**src/rtl/seq_booth_mult_pkg.sv**
```systemverilog
// Shared types and constants for the sequential radix-4 Booth multiplier
// and its digit encoder.
package seq_booth_mult_pkg;

    typedef enum logic [1:0] {
        IDLE = 2'd0,
        CALC = 2'd1,
        DONE = 2'd2
    } state_t;

    localparam logic [2:0] PP_ZERO = 3'd0;
    localparam logic [2:0] PP_POS1 = 3'd1;
    localparam logic [2:0] PP_POS2 = 3'd2;
    localparam logic [2:0] PP_NEG1 = 3'd3;
    localparam logic [2:0] PP_NEG2 = 3'd4;

    // Counter must hold 0 .. WIDTH/2 with headroom.
    function automatic int cnt_width(input int width);
        return $clog2(width / 2 + 2);
    endfunction

endpackage

```
**src/rtl/booth_r4_encoder.sv**
```systemverilog
// Radix-4 Booth digit encoder: 3-bit multiplier window plus extended
// multiplicand in, signed partial product (0, +-A, +-2A) out.
module booth_r4_encoder
    import seq_booth_mult_pkg::*;
#(
    parameter int WIDTH = 16
) (
    input  logic [2:0]       window,
    input  logic [WIDTH+1:0] a_ext,
    output logic [WIDTH+2:0] pp
);

    logic [2:0]       sel;
    logic [WIDTH+2:0] a1;
    logic [WIDTH+2:0] a2;

    always_comb begin
        a1  = {a_ext[WIDTH+1], a_ext};
        a2  = {a_ext, 1'b0};
        sel = PP_ZERO;
        case (window)
            3'b001, 3'b010: sel = PP_POS1;
            3'b011:         sel = PP_POS2;
            3'b100:         sel = PP_NEG2;
            3'b101, 3'b110: sel = PP_NEG1;
            default:        sel = PP_ZERO;
        endcase
        case (sel)
            PP_POS1: pp = a1;
            PP_POS2: pp = a2;
            PP_NEG1: pp = '0 - a1;
            PP_NEG2: pp = '0 - a2;
            default: pp = '0;
        endcase
    end

endmodule

```
**src/rtl/seq_booth_mult.sv**
```systemverilog
// Sequential radix-4 Booth multiplier, signed/unsigned per operation, fixed
// latency. Define EARLY_TERM_EN to complete zero-operand requests in one cycle.
module seq_booth_mult
    import seq_booth_mult_pkg::*;
#(
    parameter int WIDTH = 16
) (
    input  logic               clk,
    input  logic               rst,
    input  logic               start,
    input  logic               signed_mode,
    input  logic [WIDTH-1:0]   a_in,
    input  logic [WIDTH-1:0]   b_in,
    output logic [2*WIDTH-1:0] p_out,
    output logic               done,
    output logic               busy
);

    localparam int N  = WIDTH / 2 + 1;
    localparam int CW = cnt_width(WIDTH);
    localparam int AW = 2 * WIDTH + 4;
    localparam logic [CW-1:0] LAST = CW'(N - 1);

    state_t             state_q, state_d;
    logic [WIDTH+1:0]   a_q, a_d;
    logic [WIDTH+2:0]   b_q, b_d;
    logic [AW-1:0]      acc_q, acc_d;
    logic [CW-1:0]      cnt_q, cnt_d;
    logic [2*WIDTH-1:0] p_q, p_d;
    logic               done_q, done_d;
    logic               busy_q, busy_d;

    logic [WIDTH+1:0]   a_ext_in;
    logic [WIDTH+1:0]   b_ext_in;
    logic [WIDTH+2:0]   pp;
    logic [AW-1:0]      pp_ext;
    logic [CW:0]        shamt;
    logic [AW-1:0]      acc_sum;
    logic               zero_op;

    assign a_ext_in = signed_mode ? {{2{a_in[WIDTH-1]}}, a_in} : {2'b00, a_in};
    assign b_ext_in = signed_mode ? {{2{b_in[WIDTH-1]}}, b_in} : {2'b00, b_in};

`ifdef EARLY_TERM_EN
    assign zero_op = (a_in == '0) || (b_in == '0);
`else
    assign zero_op = 1'b0;
`endif

    // b_q carries an appended 0 below bit 0 so the low 3 bits are the current window.
    booth_r4_encoder #(.WIDTH(WIDTH)) u_enc (
        .window (b_q[2:0]),
        .a_ext  (a_q),
        .pp     (pp)
    );

    assign pp_ext  = {{(AW - WIDTH - 3){pp[WIDTH+2]}}, pp};
    assign shamt   = {cnt_q, 1'b0};
    assign acc_sum = acc_q + (pp_ext << shamt);

    always_comb begin
        state_d = state_q;
        a_d     = a_q;
        b_d     = b_q;
        acc_d   = acc_q;
        cnt_d   = cnt_q;
        p_d     = p_q;
        done_d  = 1'b0;
        busy_d  = busy_q;
        case (state_q)
            IDLE, DONE: begin
                state_d = IDLE;
                busy_d  = 1'b0;
                if (start) begin
                    if (zero_op) begin
                        state_d = DONE;
                        p_d     = '0;
                        done_d  = 1'b1;
                    end else begin
                        state_d = CALC;
                        a_d     = a_ext_in;
                        b_d     = {b_ext_in, 1'b0};
                        acc_d   = '0;
                        cnt_d   = '0;
                        busy_d  = 1'b1;
                    end
                end
            end
            CALC: begin
                acc_d = acc_sum;
                b_d   = {2'b00, b_q[WIDTH+2:2]};
                cnt_d = cnt_q + CW'(1);
                if (cnt_q == LAST) begin
                    state_d = DONE;
                    p_d     = acc_sum[2*WIDTH-1:0];
                    done_d  = 1'b1;
                    busy_d  = 1'b0;
                end
            end
            default: state_d = IDLE;
        endcase
    end

    always_ff @(posedge clk) begin
        if (rst) begin
            state_q <= IDLE;
            a_q     <= '0;
            b_q     <= '0;
            acc_q   <= '0;
            cnt_q   <= '0;
            p_q     <= '0;
            done_q  <= 1'b0;
            busy_q  <= 1'b0;
        end else begin
            state_q <= state_d;
            a_q     <= a_d;
            b_q     <= b_d;
            acc_q   <= acc_d;
            cnt_q   <= cnt_d;
            p_q     <= p_d;
            done_q  <= done_d;
            busy_q  <= busy_d;
        end
    end

    assign p_out = p_q;
    assign done  = done_q;
    assign busy  = busy_q;

endmodule

```
**config.mk**
```make
export PLATFORM = sky130hd
export DESIGN_NAME = seq_booth_mult
export DESIGN_NICKNAME = d
export VERILOG_FILES = /design/src/rtl/seq_booth_mult_pkg.sv /design/src/rtl/booth_r4_encoder.sv /design/src/rtl/seq_booth_mult.sv
export SDC_FILE = /design/constraint.sdc
export NUM_CORES = 1
export LEC_CHECK = 0
export ABC_AREA = 1
export CORE_ASPECT_RATIO = 1.4
export CORE_MARGIN = 2
export CORE_UTILIZATION = 25
export DETAILED_ROUTE_END_ITERATION = 8
export SYNTH_ARGS = -nofsm -noshare
export SYNTH_HDL_FRONTEND = slang
export SYNTH_SLANG_ARGS = --single-unit
```
**constraint.sdc**
```tcl
create_clock -name clk -period 3.53 [get_ports clk]
set_input_delay 0.8825 -clock clk [delete_from_list [all_inputs] [get_ports clk]]
set_output_delay 0.8825 -clock clk [all_outputs]
set_load 0.03 [all_outputs]
```
### Word-level counts from Yosys, hierarchy flattened

Index checks and enable logic that the tools add are counted.

| operators by class | value |
|---|---|
| add/sub/neg operators | 4 |
| bitwise logic cells | 1 |
| reductions and logical operators | 10 |
| muxes and demuxes | 17 |
| eq/ne operators | 15 |
| shift-type cells | 1 |

Operators by type and width:

| kind | count |
|---|---|
| $pmux W19 S4 | 1 |
| $pmux W36 S2 | 1 |
| $pmux W19 S2 | 1 |
| $add A36 B36 Y36 | 1 |
| $mux W18 | 2 |
| $mux W36 | 1 |
| $shl A36 B5 Y36 | 1 |
| $mux W19 | 1 |
| $sub A1 B18 Y19 const A | 1 |
| $sub A1 B19 Y19 const A | 1 |
| $eq A3 B2 Y1 const B | 4 |
| $eq A3 B3 Y1 const B | 4 |
| $pmux W3 S4 | 1 |
| $pmux W4 S2 | 1 |
| $reduce_and A2 Y1 | 4 |
| $reduce_or A2 Y1 | 4 |
| $eq A3 B1 Y1 const B | 2 |
| $add A4 B1 Y4 const B | 1 |
| $eq A4 B4 Y1 const B | 1 |
| $mux W1 | 4 |
| $mux W4 | 1 |
| $ne A2 B2 Y1 const B | 2 |
| $pmux W2 S2 | 1 |
| $eq A2 B1 Y1 const B | 1 |
| other kinds (6) | 6 |

| word-level totals | value |
|---|---|
| output and inout port bits | 34 |
| register bits after elaboration | 113 |
| bits of input ports | 36 |

### Depth between registers and ports, before layout

Gate-level depths: netlist (run 1).

| depth | value |
|---|---|
| word-level depth | 8 |
| depth in mapped cells | 32 |

### Hierarchy

From an unflattened synthesis (run 1), not the netlist that was laid out.

| second synthesis, totals | value |
|---|---|
| cells, all modules | 1347 |
| area total of the unflattened synthesis | 8035.2 µm² |

Modules (own cells, without submodules):

| module | area each (µm²) | cells each | seq. area each (µm²) | instances |
|---|---|---|---|---|
| seq_booth_mult | 7049.3 | 1148 | 2142.1 | 1 |
| booth_r4_encoder | 985.9 | 199 | 0.0 | 1 |

### Worst setup path before layout (run 1)

Ideal clock, no wire load.

| timing path | value |
|---|---|
| path kind | register to register |
| start | register a_q[0] |
| end | register acc_q[21] |
| cell stages (with the launch flop) | 27 |
| required time | 3.463 ns |
| setup time | 0.067 ns |
| data arrival time | 3.218 ns |
| buffers on the path | 0 |
| path slack | 0.244 ns |
| cell sequence | dfxtp_1 inv_2 ha_1 inv_1 nor2_2 nand2_1 nand3_1 o21ai_1 a21oi_1 o21ai_0 o21ai_1 or2_1 nand3_2 o21ai_2 nor2_1 ha_1 nand2_1 nor4_4 nand2_1 nand2_2 inv_2 o21ai_2 nand2_1 nand2_1 xor2_1 nand2_1 a21oi_2 |

| between the ends | value |
|---|---|
| longest elaborated chain between the ends | 5 |

Ends and longest elaborated chain:

| element | RTL line | text |
|---|---|---|
| start, declared | seq_booth_mult.sv:25 | `logic [WIDTH+1:0] a_q, a_d;` |
| start signal, assigned | seq_booth_mult.sv:107 | `a_q <= '0;` |
| start signal, assigned | seq_booth_mult.sv:116 | `a_q <= a_d;` |
| $sub A1 B19 Y19 / $sub A1 B18 Y19 (equally long branches) | booth_r4_encoder.sv:32, booth_r4_encoder.sv:31 |  |
| $pmux W19 S4 (*) | booth_r4_encoder.sv:28 | `case (sel)` |
| $shl A36 B5 Y36 (*) | seq_booth_mult.sv:59 | `assign acc_sum = acc_q + (pp_ext << shamt);` |
| $add A36 B36 Y36 (*) | seq_booth_mult.sv:59 |  |
| $pmux W36 S2 (*) | seq_booth_mult.sv:70 | `case (state_q)` |
| end signal, assigned | seq_booth_mult.sv:109 | `acc_q <= '0;` |
| end signal, assigned | seq_booth_mult.sv:118 | `acc_q <= acc_d;` |
| end, declared | seq_booth_mult.sv:27 | `logic [AW-1:0] acc_q, acc_d;` |

Every way passes the cells marked *; elsewhere a longest branch is shown, timed or not.
A chain may end at the register's enable or synchronous reset.

### Final worst setup path (run 1)

| timing path | value |
|---|---|
| start | register a_q[1] |
| end | register acc_q[21] |

Same word-level chain as after synthesis.

==> impl_metrics.csv, run 1 <==
group,metric,value,unit
clock_network,ctsLongestPathBuffers,2,
synth,synth.avg_cell_area,6.36,um2
run,cap_violations,0,
worst_setup_path,critPathMaxFanout,6,
global_route,grt_pass1_vias,8649,
placed_design,dpl-instance-area,10000,um2
pwr,ir_drop,0.180,mV
floorplan,rows,75,
synth,synth_warnings,0,
worst_setup_path,worstPathArrival,4.00,ns
detailed_routing,routed_wirelength,27.6,mm
detailed_routing,drc,0,
floorplan,die_h,211,um
pwr,sw_frac_of_total,34.2,%
synth,ys_seq_elements,107,
pwr,p_int,2.61,mW
status,outcome,"finished, violations left",
worst_setup_path,crit_required,3.83,ns
clock_network,ctsHoldBuffers,0,
placed_design,dp_hpwl,19.9,mm
floorplan,die_w,152,um
pwr,p_clk_share,29.3,%
global_route,track_usage,16.6,%
sta,layout_setup_ws,-0.170,ns
synth,yosys-top-cells-area,"dfxtp_1, nand2_1, nor2_1",
layout,area_growth,54.2,%
detailed_routing,drt_iter0_markers,495,
sta,max_freq,0.270,GHz
synth,synthArstFlopShare,0,%
layout,final_area,11800,um2
synth,ys.flop_type,"dfxtp_1",
clock_network,cts_tree,"built",
sta,setup_viol,34,
synth,synth_fp_nets,1275,
synth,synth.top_cell.area_share,28.0,%
pwr,p_leak,5.13,nW
sta,rsz0062_at_grt,"yes",
synth,synthMostInstantiatedCell,"nand2_1",
clock_network,cts_root_buf,"clkbuf_16",
status,violations,"negative setup slack",
detailed_routing,viasPerCell,4.78,
worst_setup_path,critPathCaptureType,"flip-flop",
placed_design,dp_slack,-0.465,ns
pwr,comb_power_share,37.7,%
pwr,power_switching,1.36,mW
sta,tns,-2.44,ns
clock_network,clk_pin_slew,0.08,ns
sta,max_slew_margin,20.1,%
clock_network,cts_num_sinks,107,
placed_design,port_buffers,69,
sta,finalClockSkew,0.0127,ns
detailed_routing,routedWlPerCell,15.0,um
synth,ys_types,55,
layout,final_util,39.3,%
global_route,antenna_found_initial,0,
worst_setup_path,criticalPathCategory,"flip-flop to flip-flop",
global_route,grt_overflow,0,
layout,fin_nets,1521,
synth,syn_area,7650,um2
clock_network,h-tree-depth,3,
worst_hold_path,hold_depth,2,
placed_design,gp_congestion,0.973,
synth,netlist_top_cells_count,"nand2_1, nor2_1, dfxtp_1",
detailed_routing,vias,8786,
detailed_routing,drtPass1Iterations,4,
floorplan,io_pins,70,
sta,worst_slew_pin_slew,1.20,ns
layout,diodes,0,
sta,finalCriticalPeriod,3.70,ns
worst_setup_path,cp-start-kind,"flip-flop",
floorplan,core_area,30000,um2
sta,drv_slew,0,
synth,ys_seq_area_share,28.0,%
synth,synthCells,1204,
layout,drive_above_1_share,34.6,%
global_route,grt_pass1_wl,43.1,mm
floorplan,die_area,32000,um2
detailed_routing,ant_nets,0,
floorplan,start_util,25.5,%
clock_network,cts_buffers,9,
synth,synth-edff-count,0,
synth,synth_top_area_cell,"dfxtp_1",
sta,fin_crit_sh,105,%
pwr,p_seq_share,33.0,%
sta,hold_viol_final,0,
worst_setup_path,reg2reg_depth,27,
clock_network,clkLatencyLatePin,0.37,ns
pwr,p_per_area,337,nW/um2
worst_hold_path,hold_path_class,"flip-flop to flip-flop",
global_route,grt_max_degree,52,
[per-stage QoR]
step / hold WS [ns] / total power, mW / instances
floorplan: 0.441 / 1.96 / 1204
global placement: 0.452 / 2.48 / 1795
detailed placement: 0.462 / 2.49 / 1795
CTS: 0.475 / 3.83 / 1829
global route: 0.487 / 4.19 / 1840
finish: 0.469 / 3.97 / 1840
[area by class of cell]
class,count,area [um2]
fill,3115,18200
multi-input combinational,926,5960
timing repair buffer,288,2400
sequential,107,2160
tap,385,482
inverter,118,455
clock buffer,11,253
clock inverter,5,91.3
[cell usage in the layout, fill, tap and decap left out, types with 7 or more instances in the layout]
cell type / instances
buf_4: 207
xor2_2: 8
ha_1: 16
o21ai_0: 44
dfxtp_2: 7
nor2_4: 17
inv_1: 100
nor2_1: 105
inv_2: 12
nand2_2: 40
dfxtp_1: 98
nand2_4: 10
o21ai_2: 26
a21oi_2: 24
a31oi_1: 21
ha_4: 17
nor2_2: 25
nand2_1: 282
clkbuf_16: 9
nand3_2: 26
xor2_1: 10
o21ai_1: 32
o22ai_1: 7
buf_6: 9
nand3_1: 62
a21oi_1: 69
clkdlybuf4s50_1: 68
[metal layers]
metal	routed length, um	part of all wire [%]	vias up	global-route usage (%)
li1	-	-	4446	-
met1	10800	39	4120	17.2
met2	15000	55	159	32.8
met3	621	2.3	61	2.05
met4	1110	4.0	0	7.80
met5	0	0	-	0
[repair_timing]
action,4_1_cts,5_1_grt
gates resized for setup,149,140
pin swaps,54,78
buffers inserted,17,13
cloned,1,0
setup endpoints to repair,46,50
[cell families after synthesis]
logic type,after synthesis,share of synthesized area [%]
AND/OR/NAND/NOR,599,34.5
AO/OA/AOI/OAI,265,19.7
XOR/XNOR,26,2.98
flip-flops,107,28.0
buffers and inverters,172,8.99
adder cells (fa/ha/maj),35,5.82
[path summary, 6_finish.rpt]
| path | from | end | slack (ns) |
|---|---|---|---|
| setup / recovery | a_q[1] | acc_q[21] | -0.17 |
| hold / removal | p_out[2] | p_out[2] | 0.47 |
| setup reg to reg | a_q[1] | acc_q[21] | -0.17 |
| hold reg to reg | p_out[2] | p_out[2] | 0.47 |
[flip-flops by register name (all words and copies together), names as in the netlist]
name	flops
acc_q	32
p_out	32
b_q	18
a_q	17
cnt_q	4
state_q	2
busy	1
done	1
[worst max-delay path, cell delays in order (launching register included)]
cell	delay, ns
dfxtp_2	0.34
inv_4	0.06
buf_6	0.10
nand3_4	0.12
nor2_8	0.18
xor2_2	0.19
nand2_1	0.08
nand2_2	0.09
nor2_4	0.05
nand2_2	0.07
o21ai_2	0.06
or2_1	0.26
buf_6	0.13
nand3_4	0.05
o21ai_4	0.08
nor2_4	0.16
ha_4	0.20
nand2_4	0.08
nor4_4	0.29
nand2_1	0.12
nand2_2	0.12
inv_2	0.06
o21ai_4	0.14
nand2_1	0.08
nand2_2	0.09
xor2_2	0.19
nand2_1	0.09
a21oi_2	0.14
[power by group through the flow]
stage / Combinational, mW / Sequential, mW / Clock (mW)
3_5_place_dp: 1.16 / 1.33 / 0
6_report: 1.50 / 1.31 / 1.17
4_1_cts: 1.33 / 1.30 / 1.20
5_1_grt: 1.63 / 1.32 / 1.24
2_1_floorplan: 0.643 / 1.32 / 0
3_3_place_gp: 1.15 / 1.33 / 0
Power figures use the tool's default switching activity.
==> inputs of run 2 (changes only) <==
--- a/config.mk
+++ b/config.mk
@@ -6,10 +6,15 @@
 export NUM_CORES = 1
 export LEC_CHECK = 0
 export ABC_AREA = 1
+export CAP_MARGIN = 20
+export CELL_PAD_IN_SITES_DETAIL_PLACEMENT = 2
+export CELL_PAD_IN_SITES_GLOBAL_PLACEMENT = 2
 export CORE_ASPECT_RATIO = 1.4
 export CORE_MARGIN = 2
 export CORE_UTILIZATION = 25
+export CTS_BUF_LIST = sky130_fd_sc_hd__clkbuf_16
 export DETAILED_ROUTE_END_ITERATION = 8
+export PLACE_DENSITY_LB_ADDON = 0.1
 export SYNTH_ARGS = -nofsm -noshare
 export SYNTH_HDL_FRONTEND = slang
 export SYNTH_SLANG_ARGS = --single-unit
==> impl_metrics.csv, run 2 (synthesis gave the netlist of run 1 again) <==
group,metric,value,unit
clock_network,ctsHoldBuffers,0,
floorplan,die_area,32000,um2
layout,fin_nets,1576,
global_route,grt_overflow,0,
sta,setup_viol,45,
worst_setup_path,cp-start-kind,"flip-flop",
floorplan,io_pins,70,
sta,fin_crit_sh,113,%
layout,ff_latch_area,2160,um2
clock_network,cts_num_sinks,107,
status,outcome,"finished, violations left",
detailed_routing,vias,9527,
clock_network,cts_buffers,9,
floorplan,start_util,25.5,%
floorplan,rows,75,
run,cap_violations,0,
floorplan,die_w,152,um
placed_design,port_buffers,69,
sta,rsz0062_at_grt,"yes",
worst_setup_path,crit_required,3.84,ns
global_route,antenna_found_initial,0,
detailed_routing,viasPerCell,5.03,
sta,worst_slew_pin_slew,0.867,ns
sta,finalClockSkew,0.00950,ns
layout,diodes,0,
clock_network,cts_root_buf,"clkbuf_16",
sta,max_freq,0.250,GHz
clock_network,h-tree-depth,3,
sta,drv_slew,0,
detailed_routing,drt_iter0_markers,237,
pwr,p_leak,5.57,nW
worst_setup_path,criticalPathCategory,"flip-flop to flip-flop",
layout,multi_input_area,6630,um2
worst_setup_path,critPathCaptureType,"flip-flop",
pwr,ir_drop,0.218,mV
worst_hold_path,hold_path_class,"flip-flop to flip-flop",
detailed_routing,drtPass1Iterations,4,
global_route,grt_max_degree,52,
sta,max_slew_margin,42.2,%
pwr,total_power,4.23,mW
global_route,grt_pass1_vias,10661,
clock_network,clkLatencyLatePin,0.39,ns
floorplan,core_area,30000,um2
global_route,grt_pass1_wl,58.5,mm
pwr,p_per_area,328,nW/um2
detailed_routing,drc,0,
sta,layout_setup_ws,-0.467,ns
worst_setup_path,worstPathArrival,4.30,ns
status,violations,"negative setup slack",
clock_network,ctsLongestPathBuffers,2,
layout,fillers,3453,
detailed_routing,routedWlPerCell,21.4,um
sta,tns,-11.40,ns
clock_network,cts_tree,"built",
layout,layout.cells.non_filler,1894,
detailed_routing,ant_nets,0,
clock_network,clk_pin_slew,0.08,ns
sta,finalCriticalPeriod,4.00,ns
detailed_routing,routed_wirelength,40.6,mm
worst_setup_path,critPathMaxFanout,5,
global_route,track_usage,23.4,%
layout,final_cell_mix,"nand2_1, buf_4, dfxtp_1",
placed_design,dp_hpwl,26.5,mm
layout,final_common_cell,"nand2_1",
layout,area_growth,68.6,%
floorplan,die_h,211,um
placed_design,gp_congestion,0.868,
sta,hold_viol_final,0,
placed_design,dp.cells,1817,
layout,drive_above_1_share,43.4,%
-- run 2: worst paths after layout --
path / startpoint / end / slack [ns] / depth (start not counted)
min: p_out[2] / p_out[2] / 0.47 / 2
max reg2reg: a_q[5] / acc_q[24] / -0.47 / 25
max: a_q[5] / acc_q[24] / -0.47 / 25
min reg2reg: p_out[2] / p_out[2] / 0.47 / 2
-- run 2: final cells by class --
class,count,area share (%)
clock buffer,9,1.75
clock inverter,6,0.310
inverter,118,3.51
multi-input combinational,926,51.4
sequential,107,16.8
tap,385,3.73
timing repair buffer,343,22.5
-- run 2: critical path: stages (launching register included) --
cell	delay (ns)
dfxtp_4	0.37
nor2_4	0.15
nand2_2	0.10
nor2_8	0.21
buf_12	0.13
nand3_4	0.07
nand3_2	0.09
nand2_2	0.06
o21ai_2	0.15
nand2_2	0.13
o21ai_4	0.19
nand2_2	0.09
o21ai_4	0.10
buf_6	0.14
nor2_4	0.04
ha_4	0.32
nand2_1	0.08
buf_4	0.16
o21a_1	0.23
buf_4	0.17
o21ai_0	0.23
nand2_1	0.13
nand3_2	0.12
xor2_2	0.18
nand2_1	0.07
a21oi_1	0.18
-- run 2: where the power goes --
part | internal [mW] | switching, mW | leakage [nW]
logic | 0.836 | 1.04 | 4.56
clock network | 0.480 | 0.556 | 0.134
registers | 1.26 | 0.0571 | 0.875
-- run 2: per-stage QoR --
step / hold WS, ns / util [%] / instance area (um2) / setup WS [ns]
final: 0.471 / 43.0 / 12900 / -0.467
after global routing: 0.498 / 43.0 / 12900 / -0.673
after CTS: 0.474 / 40.2 / 12100 / -0.286
after detailed placement: 0.463 / 34.0 / 10200 / -0.893
after global placement: 0.449 / 34.0 / 10200 / -0.695
after floorplan: 0.441 / - / 7650 / 0.244
-- run 2: timing repair --
| item | CTS | global route |
|---|---|---|
| resized for setup | 314 | 149 |
| gates cloned | 1 | 0 |
| pin swaps | 95 | 90 |
| endpoints found under the setup margin | 48 | 50 |
| setup buffers | 41 | 24 |
| hold endpoints to repair | 0 | 0 |
-- run 2: layer usage --
metal | share of wire [%] | wire length [um] | vias up | GRT usage, %
li1 | - | - | 4531 | -
met5 | 0 | 0 | - | 0
met2 | 59 | 23700 | 128 | 47.8
met1 | 35 | 14300 | 4791 | 22.6
met3 | 1.9 | 757 | 77 | 3.00
met4 | 4.3 | 1770 | 0 | 11.8
